--- config.mk ---
export PLATFORM = sky130hd
export DESIGN_NAME = dp_timing_cfg_loader
export DESIGN_NICKNAME = d
export VERILOG_FILES = /design/src/rtl/dp_cfg_pkg.sv /design/src/rtl/dp_cfg_rom.sv /design/src/rtl/dp_timing_cfg_loader.sv
export SDC_FILE = /design/constraint.sdc
export NUM_CORES = 1
export LEC_CHECK = 0
export ABC_AREA = 1
export CAP_MARGIN = 25
export CORE_ASPECT_RATIO = 1.5
export CORE_MARGIN = 8
export CORE_UTILIZATION = 28
export DETAILED_ROUTE_END_ITERATION = 10
export PLACE_DENSITY = 0.62
export SLEW_MARGIN = 20
export SYNTH_ARGS = -nofsm -noshare
export SYNTH_HDL_FRONTEND = slang
export SYNTH_SLANG_ARGS = --single-unit
--- constraint.sdc ---
create_clock -name ACLK -period 2.44 [get_ports ACLK]
set_clock_uncertainty 0.05 [all_clocks]
set_input_delay 0.61 -clock ACLK [delete_from_list [all_inputs] [get_ports ACLK]]
set_output_delay 0.61 -clock ACLK [all_outputs]
set_load 0.1 [all_outputs]
--- src/rtl/dp_cfg_pkg.sv ---
// Shared types and the boot configuration table for dp_timing_cfg_loader.
// Contents:
//   state_e      loader FSM states
//   DP_REG_*     dp_test_top register offsets
//   cfg_entry_t  one table record {addr, data}
//   CFG_TABLE    720p60 timing/pattern set, bracketed by core reset assert/release
//   cfg_entry()  bounded table lookup (returns zero outside the table)
package dp_cfg_pkg;

  typedef enum logic [2:0] {
    StIdle,
    StIssue,
    StWaitB,
    StNext,
    StDoneSt,
    StErr
  } state_e;

  localparam logic [1:0] RESP_OKAY = 2'b00;

  localparam logic [15:0] DP_REG_CTRL      = 16'h0000;
  localparam logic [15:0] DP_REG_VTOTAL    = 16'h0004;
  localparam logic [15:0] DP_REG_HTOTAL    = 16'h0008;
  localparam logic [15:0] DP_REG_VBLANK    = 16'h000C;
  localparam logic [15:0] DP_REG_HBLANK    = 16'h0010;
  localparam logic [15:0] DP_REG_VS_START  = 16'h0014;
  localparam logic [15:0] DP_REG_VS_END    = 16'h0018;
  localparam logic [15:0] DP_REG_VS_HSTART = 16'h001C;
  localparam logic [15:0] DP_REG_VS_HEND   = 16'h0020;
  localparam logic [15:0] DP_REG_HS_VSTART = 16'h0024;
  localparam logic [15:0] DP_REG_HS_VEND   = 16'h0028;
  localparam logic [15:0] DP_REG_HS_START  = 16'h002C;
  localparam logic [15:0] DP_REG_HS_END    = 16'h0030;
  localparam logic [15:0] DP_REG_PAT_R     = 16'h0034;
  localparam logic [15:0] DP_REG_PAT_G     = 16'h0038;
  localparam logic [15:0] DP_REG_PAT_B     = 16'h003C;
  localparam logic [15:0] DP_REG_PAT_ALT   = 16'h0040;
  localparam logic [15:0] DP_REG_PAT_SEL   = 16'h0044;
  localparam logic [15:0] DP_REG_PAT_CTRL  = 16'h0048;

  typedef struct packed {
    logic [15:0] addr;
    logic [31:0] data;
  } cfg_entry_t;

  localparam int unsigned CFG_N = 20;

  // Entry 0 holds the core in reset while timing is written; the last entry releases it.
  localparam cfg_entry_t CFG_TABLE [CFG_N] = '{
    '{DP_REG_CTRL,      32'd1},
    '{DP_REG_VTOTAL,    32'd750},
    '{DP_REG_HTOTAL,    32'd1648},
    '{DP_REG_VBLANK,    32'd30},
    '{DP_REG_HBLANK,    32'd368},
    '{DP_REG_VS_START,  32'd3},
    '{DP_REG_VS_END,    32'd8},
    '{DP_REG_VS_HSTART, 32'd0},
    '{DP_REG_VS_HEND,   32'd1648},
    '{DP_REG_HS_VSTART, 32'd0},
    '{DP_REG_HS_VEND,   32'd750},
    '{DP_REG_HS_START,  32'd72},
    '{DP_REG_HS_END,    32'd152},
    '{DP_REG_PAT_R,     32'h0000_00F0},
    '{DP_REG_PAT_G,     32'h0000_000F},
    '{DP_REG_PAT_B,     32'h0000_00AA},
    '{DP_REG_PAT_ALT,   32'h0000_0055},
    '{DP_REG_PAT_SEL,   32'd8},
    '{DP_REG_PAT_CTRL,  32'd0},
    '{DP_REG_CTRL,      32'd0}
  };

  function automatic cfg_entry_t cfg_entry(input logic [4:0] idx);
    cfg_entry_t e;
    e = '0;
    if (int'(idx) < int'(CFG_N)) begin
      e = CFG_TABLE[idx];
    end
    return e;
  endfunction

endpackage

--- src/rtl/dp_cfg_rom.sv ---
// Combinational index -> configuration entry lookup. Replace this module to
// boot a different video mode.
// Ports:
//   idx_i    table index
//   entry_o  {addr, data} for that index (zero beyond the table)
module dp_cfg_rom
  import dp_cfg_pkg::*;
(
  input  logic [4:0] idx_i,
  output cfg_entry_t entry_o
);

  always_comb begin
    entry_o = cfg_entry(idx_i);
  end

endmodule

--- src/rtl/dp_timing_cfg_loader.sv ---
// AXI4-Lite write-only master that replays the boot configuration table into
// the dp_test_top register bank after a START pulse.
// Ports:
//   ACLK, ARESET       clock, asynchronous active-high reset
//   START              one-cycle pulse, honoured only when idle
//   BUSY/DONE/ERROR    status; DONE and ERROR are sticky until the next START
//   ERR_IDX            table index of the failing write
//   M_AXI_AW*/W*/B*    AXI4-Lite write channels (no read channels)
module dp_timing_cfg_loader
  import dp_cfg_pkg::*;
#(
  parameter int unsigned ADDR_W    = 16,
  parameter int unsigned DATA_W    = 32,
  parameter int unsigned N_ENTRIES = 20,
  parameter int unsigned TIMEOUT   = 1024
) (
  input  logic              ACLK,
  input  logic              ARESET,
  input  logic              START,
  output logic              BUSY,
  output logic              DONE,
  output logic              ERROR,
  output logic [4:0]        ERR_IDX,
  output logic [ADDR_W-1:0] M_AXI_AWADDR,
  output logic [3:0]        M_AXI_AWCACHE,
  output logic [2:0]        M_AXI_AWPROT,
  output logic              M_AXI_AWVALID,
  input  logic              M_AXI_AWREADY,
  output logic [DATA_W-1:0] M_AXI_WDATA,
  output logic [3:0]        M_AXI_WSTRB,
  output logic              M_AXI_WVALID,
  input  logic              M_AXI_WREADY,
  input  logic              M_AXI_BVALID,
  output logic              M_AXI_BREADY,
  input  logic [1:0]        M_AXI_BRESP
);

  localparam int unsigned TmoW = $clog2(TIMEOUT);

  state_e            state_q;
  logic [4:0]        idx_q;
  logic [4:0]        err_idx_q;
  logic [TmoW-1:0]   tmo_q;
  logic [ADDR_W-1:0] awaddr_q;
  logic [DATA_W-1:0] wdata_q;
  logic              awvalid_q, wvalid_q, bready_q;
  logic              aw_done_q, w_done_q, b_done_q;
  logic [1:0]        bresp_q;
  logic              busy_q, done_q, error_q;

  logic [4:0]  rom_idx;
  cfg_entry_t  rom_entry;

  logic       aw_hs, w_hs, b_hs;
  logic       aw_all, w_all, b_all;
  logic       tmo_hit;
  logic [1:0] resp_now;

  dp_cfg_rom u_rom (
    .idx_i   (rom_idx),
    .entry_o (rom_entry)
  );

  always_comb begin
    aw_hs    = awvalid_q & M_AXI_AWREADY;
    w_hs     = wvalid_q & M_AXI_WREADY;
    b_hs     = bready_q & M_AXI_BVALID;
    aw_all   = aw_done_q | aw_hs;
    w_all    = w_done_q | w_hs;
    // B may complete together with (or, from a sloppy slave, before) the last of AW/W.
    b_all    = b_done_q | b_hs;
    resp_now = b_hs ? M_AXI_BRESP : bresp_q;
    tmo_hit  = (tmo_q == TmoW'(TIMEOUT - 1));
    // The entry is loaded on the edge leaving IDLE (entry 0) or NEXT (entry idx+1).
    rom_idx  = (state_q == StNext) ? (idx_q + 5'd1) : 5'd0;
  end

  always_ff @(posedge ACLK or posedge ARESET) begin
    if (ARESET) begin
      state_q   <= StIdle;
      idx_q     <= '0;
      err_idx_q <= '0;
      tmo_q     <= '0;
      awaddr_q  <= '0;
      wdata_q   <= '0;
      awvalid_q <= 1'b0;
      wvalid_q  <= 1'b0;
      bready_q  <= 1'b0;
      aw_done_q <= 1'b0;
      w_done_q  <= 1'b0;
      b_done_q  <= 1'b0;
      bresp_q   <= RESP_OKAY;
      busy_q    <= 1'b0;
      done_q    <= 1'b0;
      error_q   <= 1'b0;
    end else begin
      case (state_q)
        StIdle: begin
          if (START) begin
            done_q    <= 1'b0;
            error_q   <= 1'b0;
            busy_q    <= 1'b1;
            idx_q     <= '0;
            awaddr_q  <= ADDR_W'(rom_entry.addr);
            wdata_q   <= DATA_W'(rom_entry.data);
            awvalid_q <= 1'b1;
            wvalid_q  <= 1'b1;
            bready_q  <= 1'b1;
            aw_done_q <= 1'b0;
            w_done_q  <= 1'b0;
            b_done_q  <= 1'b0;
            tmo_q     <= '0;
            state_q   <= StIssue;
          end
        end

        StIssue: begin
          if (tmo_hit) begin
            awvalid_q <= 1'b0;
            wvalid_q  <= 1'b0;
            bready_q  <= 1'b0;
            error_q   <= 1'b1;
            busy_q    <= 1'b0;
            err_idx_q <= idx_q;
            state_q   <= StErr;
          end else begin
            tmo_q <= tmo_q + TmoW'(1);
            if (aw_hs) begin
              awvalid_q <= 1'b0;
              aw_done_q <= 1'b1;
            end
            if (w_hs) begin
              wvalid_q <= 1'b0;
              w_done_q <= 1'b1;
            end
            if (b_hs) begin
              bready_q <= 1'b0;
              b_done_q <= 1'b1;
              bresp_q  <= M_AXI_BRESP;
            end
            if (aw_all && w_all) begin
              if (!b_all) begin
                state_q <= StWaitB;
              end else if (resp_now == RESP_OKAY) begin
                state_q <= StNext;
              end else begin
                bready_q  <= 1'b0;
                error_q   <= 1'b1;
                busy_q    <= 1'b0;
                err_idx_q <= idx_q;
                state_q   <= StErr;
              end
            end
          end
        end

        StWaitB: begin
          if (tmo_hit) begin
            bready_q  <= 1'b0;
            error_q   <= 1'b1;
            busy_q    <= 1'b0;
            err_idx_q <= idx_q;
            state_q   <= StErr;
          end else begin
            tmo_q <= tmo_q + TmoW'(1);
            if (b_hs) begin
              bready_q <= 1'b0;
              bresp_q  <= M_AXI_BRESP;
              if (M_AXI_BRESP == RESP_OKAY) begin
                state_q <= StNext;
              end else begin
                error_q   <= 1'b1;
                busy_q    <= 1'b0;
                err_idx_q <= idx_q;
                state_q   <= StErr;
              end
            end
          end
        end

        StNext: begin
          if (idx_q == 5'(N_ENTRIES - 1)) begin
            done_q  <= 1'b1;
            busy_q  <= 1'b0;
            state_q <= StDoneSt;
          end else begin
            idx_q     <= idx_q + 5'd1;
            awaddr_q  <= ADDR_W'(rom_entry.addr);
            wdata_q   <= DATA_W'(rom_entry.data);
            awvalid_q <= 1'b1;
            wvalid_q  <= 1'b1;
            bready_q  <= 1'b1;
            aw_done_q <= 1'b0;
            w_done_q  <= 1'b0;
            b_done_q  <= 1'b0;
            tmo_q     <= '0;
            state_q   <= StIssue;
          end
        end

        StDoneSt: state_q <= StIdle;

        // ERROR stays set; the release write is deliberately skipped so the core stays in reset.
        StErr: state_q <= StIdle;

        default: state_q <= StIdle;
      endcase
    end
  end

  assign BUSY          = busy_q;
  assign DONE          = done_q;
  assign ERROR         = error_q;
  assign ERR_IDX       = err_idx_q;
  assign M_AXI_AWADDR  = awaddr_q;
  assign M_AXI_AWCACHE = 4'b0011;
  assign M_AXI_AWPROT  = 3'b000;
  assign M_AXI_AWVALID = awvalid_q;
  assign M_AXI_WDATA   = wdata_q;
  assign M_AXI_WSTRB   = 4'hF;
  assign M_AXI_WVALID  = wvalid_q;
  assign M_AXI_BREADY  = bready_q;

endmodule
==> impl_results.md <==
* Final instance area at 0.003707 mm2
* Clk root buf: clkbuf_16
* Via Count at 2807
* Syn-to-layout area delta at 14.89%
* CP arrival at 2.23 ns
* Area share of fa/ha/maj cells after synthesis at 3.877%
* Hold path endpoint: M_AXI_WDATA[1]$_DFFE_PP0P_
* MaxCap Viol Count at 0
* CP Launch Type: register
* Routed vias/inst at 4.372
* First-pass GRT wire length at 13500 um
* # setup viols final at 0
* GRT Util Overall at 10.60%
* Post-DP Area at 0.003542 mm2
* Setup bufs post-CTS at 0
* CTS max path bufs at 2
* Worst reg2reg startpoint: tmo_q[0]$_DFFE_PP0P_
* Chip Height at 147.5 um
* Seq/Total Area, Yosys at 38.77%
* Vias in the first global route at 2870
* Status: completed
* CTS clock-pin slew for the worst setup and hold paths at 0.07 ns
* Comb power frac at 59.9%
* Dpl hpwl at 6286 um
* Num ports at 78
* WP data required at 2.57 ns
* Crit Path Class: reg -> reg
* Power per cell area at 1377 mW/mm2
* Final clock period utilization by the worst path at 86.01%
* CP max FO at 8
* Htree depth at 2
* CP endpoint kind: register
* Synth top area share at 38.77%
* Fraction of final layout cells sized beyond drive strength 1 at 10.57%
* Per-cell routed wire length at 12.69 um
* Syn avg cell area at 7.139 um2
* Antenna violations before repair at 0
* Tmin final at 2.099 ns
* Min-Delay Path Depth at 2
* Synth cell types at 29
* DRC at 0
* HP Class: reg -> reg
* R2R Setup Slk at 0.34 ns
* Synthesized area at 0.003227 mm2
* Highest metal used: met4
* Nets at 509
* CTS buffer count at 5
* Reg power frac at 24.5%
* Register bit total from synthesis at 50
* Largest area contributor in the netlist: dfrtp_1
* Post-synthesis mux area share at 0%
* Leak at 2.059 nW
* Die X at 103.7 um
* Largest family of logic cells by synthesized area: simple AND/OR/NAND/NOR gates
* Synth Area in XOR/XNOR at 0.2714%
* # rows at 48
* Final TNS setup at 0 ns
* First DRT Iteration DRCs at 168
* Met3 Routed Length at 384 um
* TritonCTS clock tree: done
* Synth top area cells: dfrtp_1 39%, nand2_1 18%, buf_4 11%
* Post-CTS Resized at 0
* Cells after synthesis at 452
* Drt first pass iters at 4
* # port buffers at 34
* Largest net degree at the start of global routing at 36
* ANT nets after route at 0
* Most frequent cells in the layout: 159 x nand2_1, 50 x dfrtp_1, 43 x conb_1
* Most common library cell in the layout ignoring fill and taps: nand2_1
* Final wirelength at 8146 um
* Cts hold-fix bufs at 0
* Total global routing overflow at 0
* R2R cell count at 10
* Peak supply drop at 0.4944 mV
* Core box area at 0.01135 mm2
* Hold Crit Start: M_AXI_WDATA[1]$_DFFE_PP0P_
* Clock sink count at 50
* Simple-gate area share of the yosys netlist at 31.95%
* Post-synthesis compound-gate area fraction at 7.910%
* Initial core utilization at 28.43%
* Switching Share at 57.05%
* Routed metal-1 wirelength at 3267 um
* RSZ-0062 raised after global routing: false
* Sw Pwr at 2.912 mW
* Hold Fails Final Rpt at 0
* Clock latency on the worst-skew pair at 0.29 ns
* Die ar. at 0.01529 mm2
* Reg2reg end: ERR_IDX[0]$_DFFE_PP0P_
* Yosys warns at 0
* RD Place Congestion at 0.8817
* FMAX at 0.4765 GHz
* WL met2 at 4231 um
* Clock power share at 15.6%
* Int Pwr at 2.192 mW
* Ant. Diodes at 0
* Max Slew Vio Count at 0
## power groups by stage
stage / Sequential [mW] / Clock, mW / Combinational, mW
finish: 1.25 / 0.795 / 3.06
global route: 1.28 / 0.847 / 3.30
CTS: 1.26 / 0.821 / 3.07
detailed placement: 1.26 / 0 / 3.07
global placement: 1.27 / 0 / 3.04
floorplan: 2.26 / 0 / 1.47
## layout make-up
class / instances / area (um2)
well taps: 150 / 187.7
inverters: 43 / 161.4
repair buffers: 44 / 360.3
flip-flops and latches: 50 / 1251
clock inverters: 3 / 40.04
fillers: 1211 / 7644
clock buffers: 5 / 125.1
multi-input cells: 347 / 1582
## layer usage
| metal | track usage [%] | vias to the layer above |
|---|---|---|
| met5 | 0 | - |
| met4 | 5.091 | 0 |
| met3 | 2.440 | 16 |
| met2 | 19.19 | 90 |
| met1 | 11.32 | 1277 |
| li1 | - | 1424 |
## synthesized netlist by cell type (all sizes together)
master,n
inv,42
a21oi,9
a31oi,2
o211ai,3
o22ai,1
nand3,32
o21bai,1
conb,2
nor3,2
nand2,160
buf,53
nand3b,3
ha,10
o31ai,2
nor2,38
a21boi,1
o21ai,27
nand4,12
clkinv,1
xor2,1
dfrtp,50
## through the flow
stage | worst slack (ns) | total power [mW] | hold WS, ns | utilization (%) | instances
final | 0.3414 | 5.104 | 0.4324 | 32.66 | 642
after global routing | 0.1272 | 5.425 | 0.4668 | 32.66 | 642
after CTS | 0.3417 | 5.150 | 0.4356 | 32.66 | 642
after detailed placement | 0.1450 | 4.330 | 0.4163 | 31.21 | 634
after global placement | 0.2064 | 4.303 | 0.4167 | 31.21 | 634
after floorplan | 0.3163 | 3.724 | 0.4412 | - | 493
## cells by family (layout without fill, tap and decap cells)
kind of cell | Yosys count | after routing
buffers and inverters | 96 | 95
AOI/OAI and AO/OA | 46 | 46
and+or+nand+nor | 247 | 247
other | 2 | 43
DFF | 50 | 50
xor gates and xnor gates | 1 | 1
adders and majority gates | 10 | 10
## worst max path at each step
stage | slack [ns] | cells after the start | end | from
CTS | 0.34 | 10 | ERR_IDX[0]$_DFFE_PP0P_ | tmo_q[0]$_DFFE_PP0P_
floorplan | 0.32 | 8 | ERR_IDX[0]$_DFFE_PP0P_ | M_AXI_BREADY$_DFFE_PP0P_
finish | 0.34 | 10 | ERR_IDX[0]$_DFFE_PP0P_ | tmo_q[0]$_DFFE_PP0P_
global route | 0.13 | 10 | ERR_IDX[0]$_DFFE_PP0P_ | tmo_q[0]$_DFFE_PP0P_
global placement | 0.21 | 8 | ERROR$_DFFE_PP0P_ | M_AXI_BVALID
detailed placement | 0.15 | 9 | ERR_IDX[0]$_DFFE_PP0P_ | M_AXI_BVALID
## sequential cells by signal, summed over array words and instances (netlist names), 2 cells and up
name          flops
ERR_IDX           5
M_AXI_AWADDR      5
bresp_q           2
idx_q             5
state_q           3
tmo_q            10
M_AXI_WDATA      11
## critical path, cell delays in order (launching register included)
cell     delay (ns)
dfrtp_1        0.43
ha_1           0.20
inv_1          0.07
nor2_1         0.16
nand3_1        0.28
nand3_1        0.28
nand2_1        0.08
inv_1          0.15
nand3_2        0.14
nand2_1        0.09
nand2_1        0.05
Power figures use the tool's default switching activity.
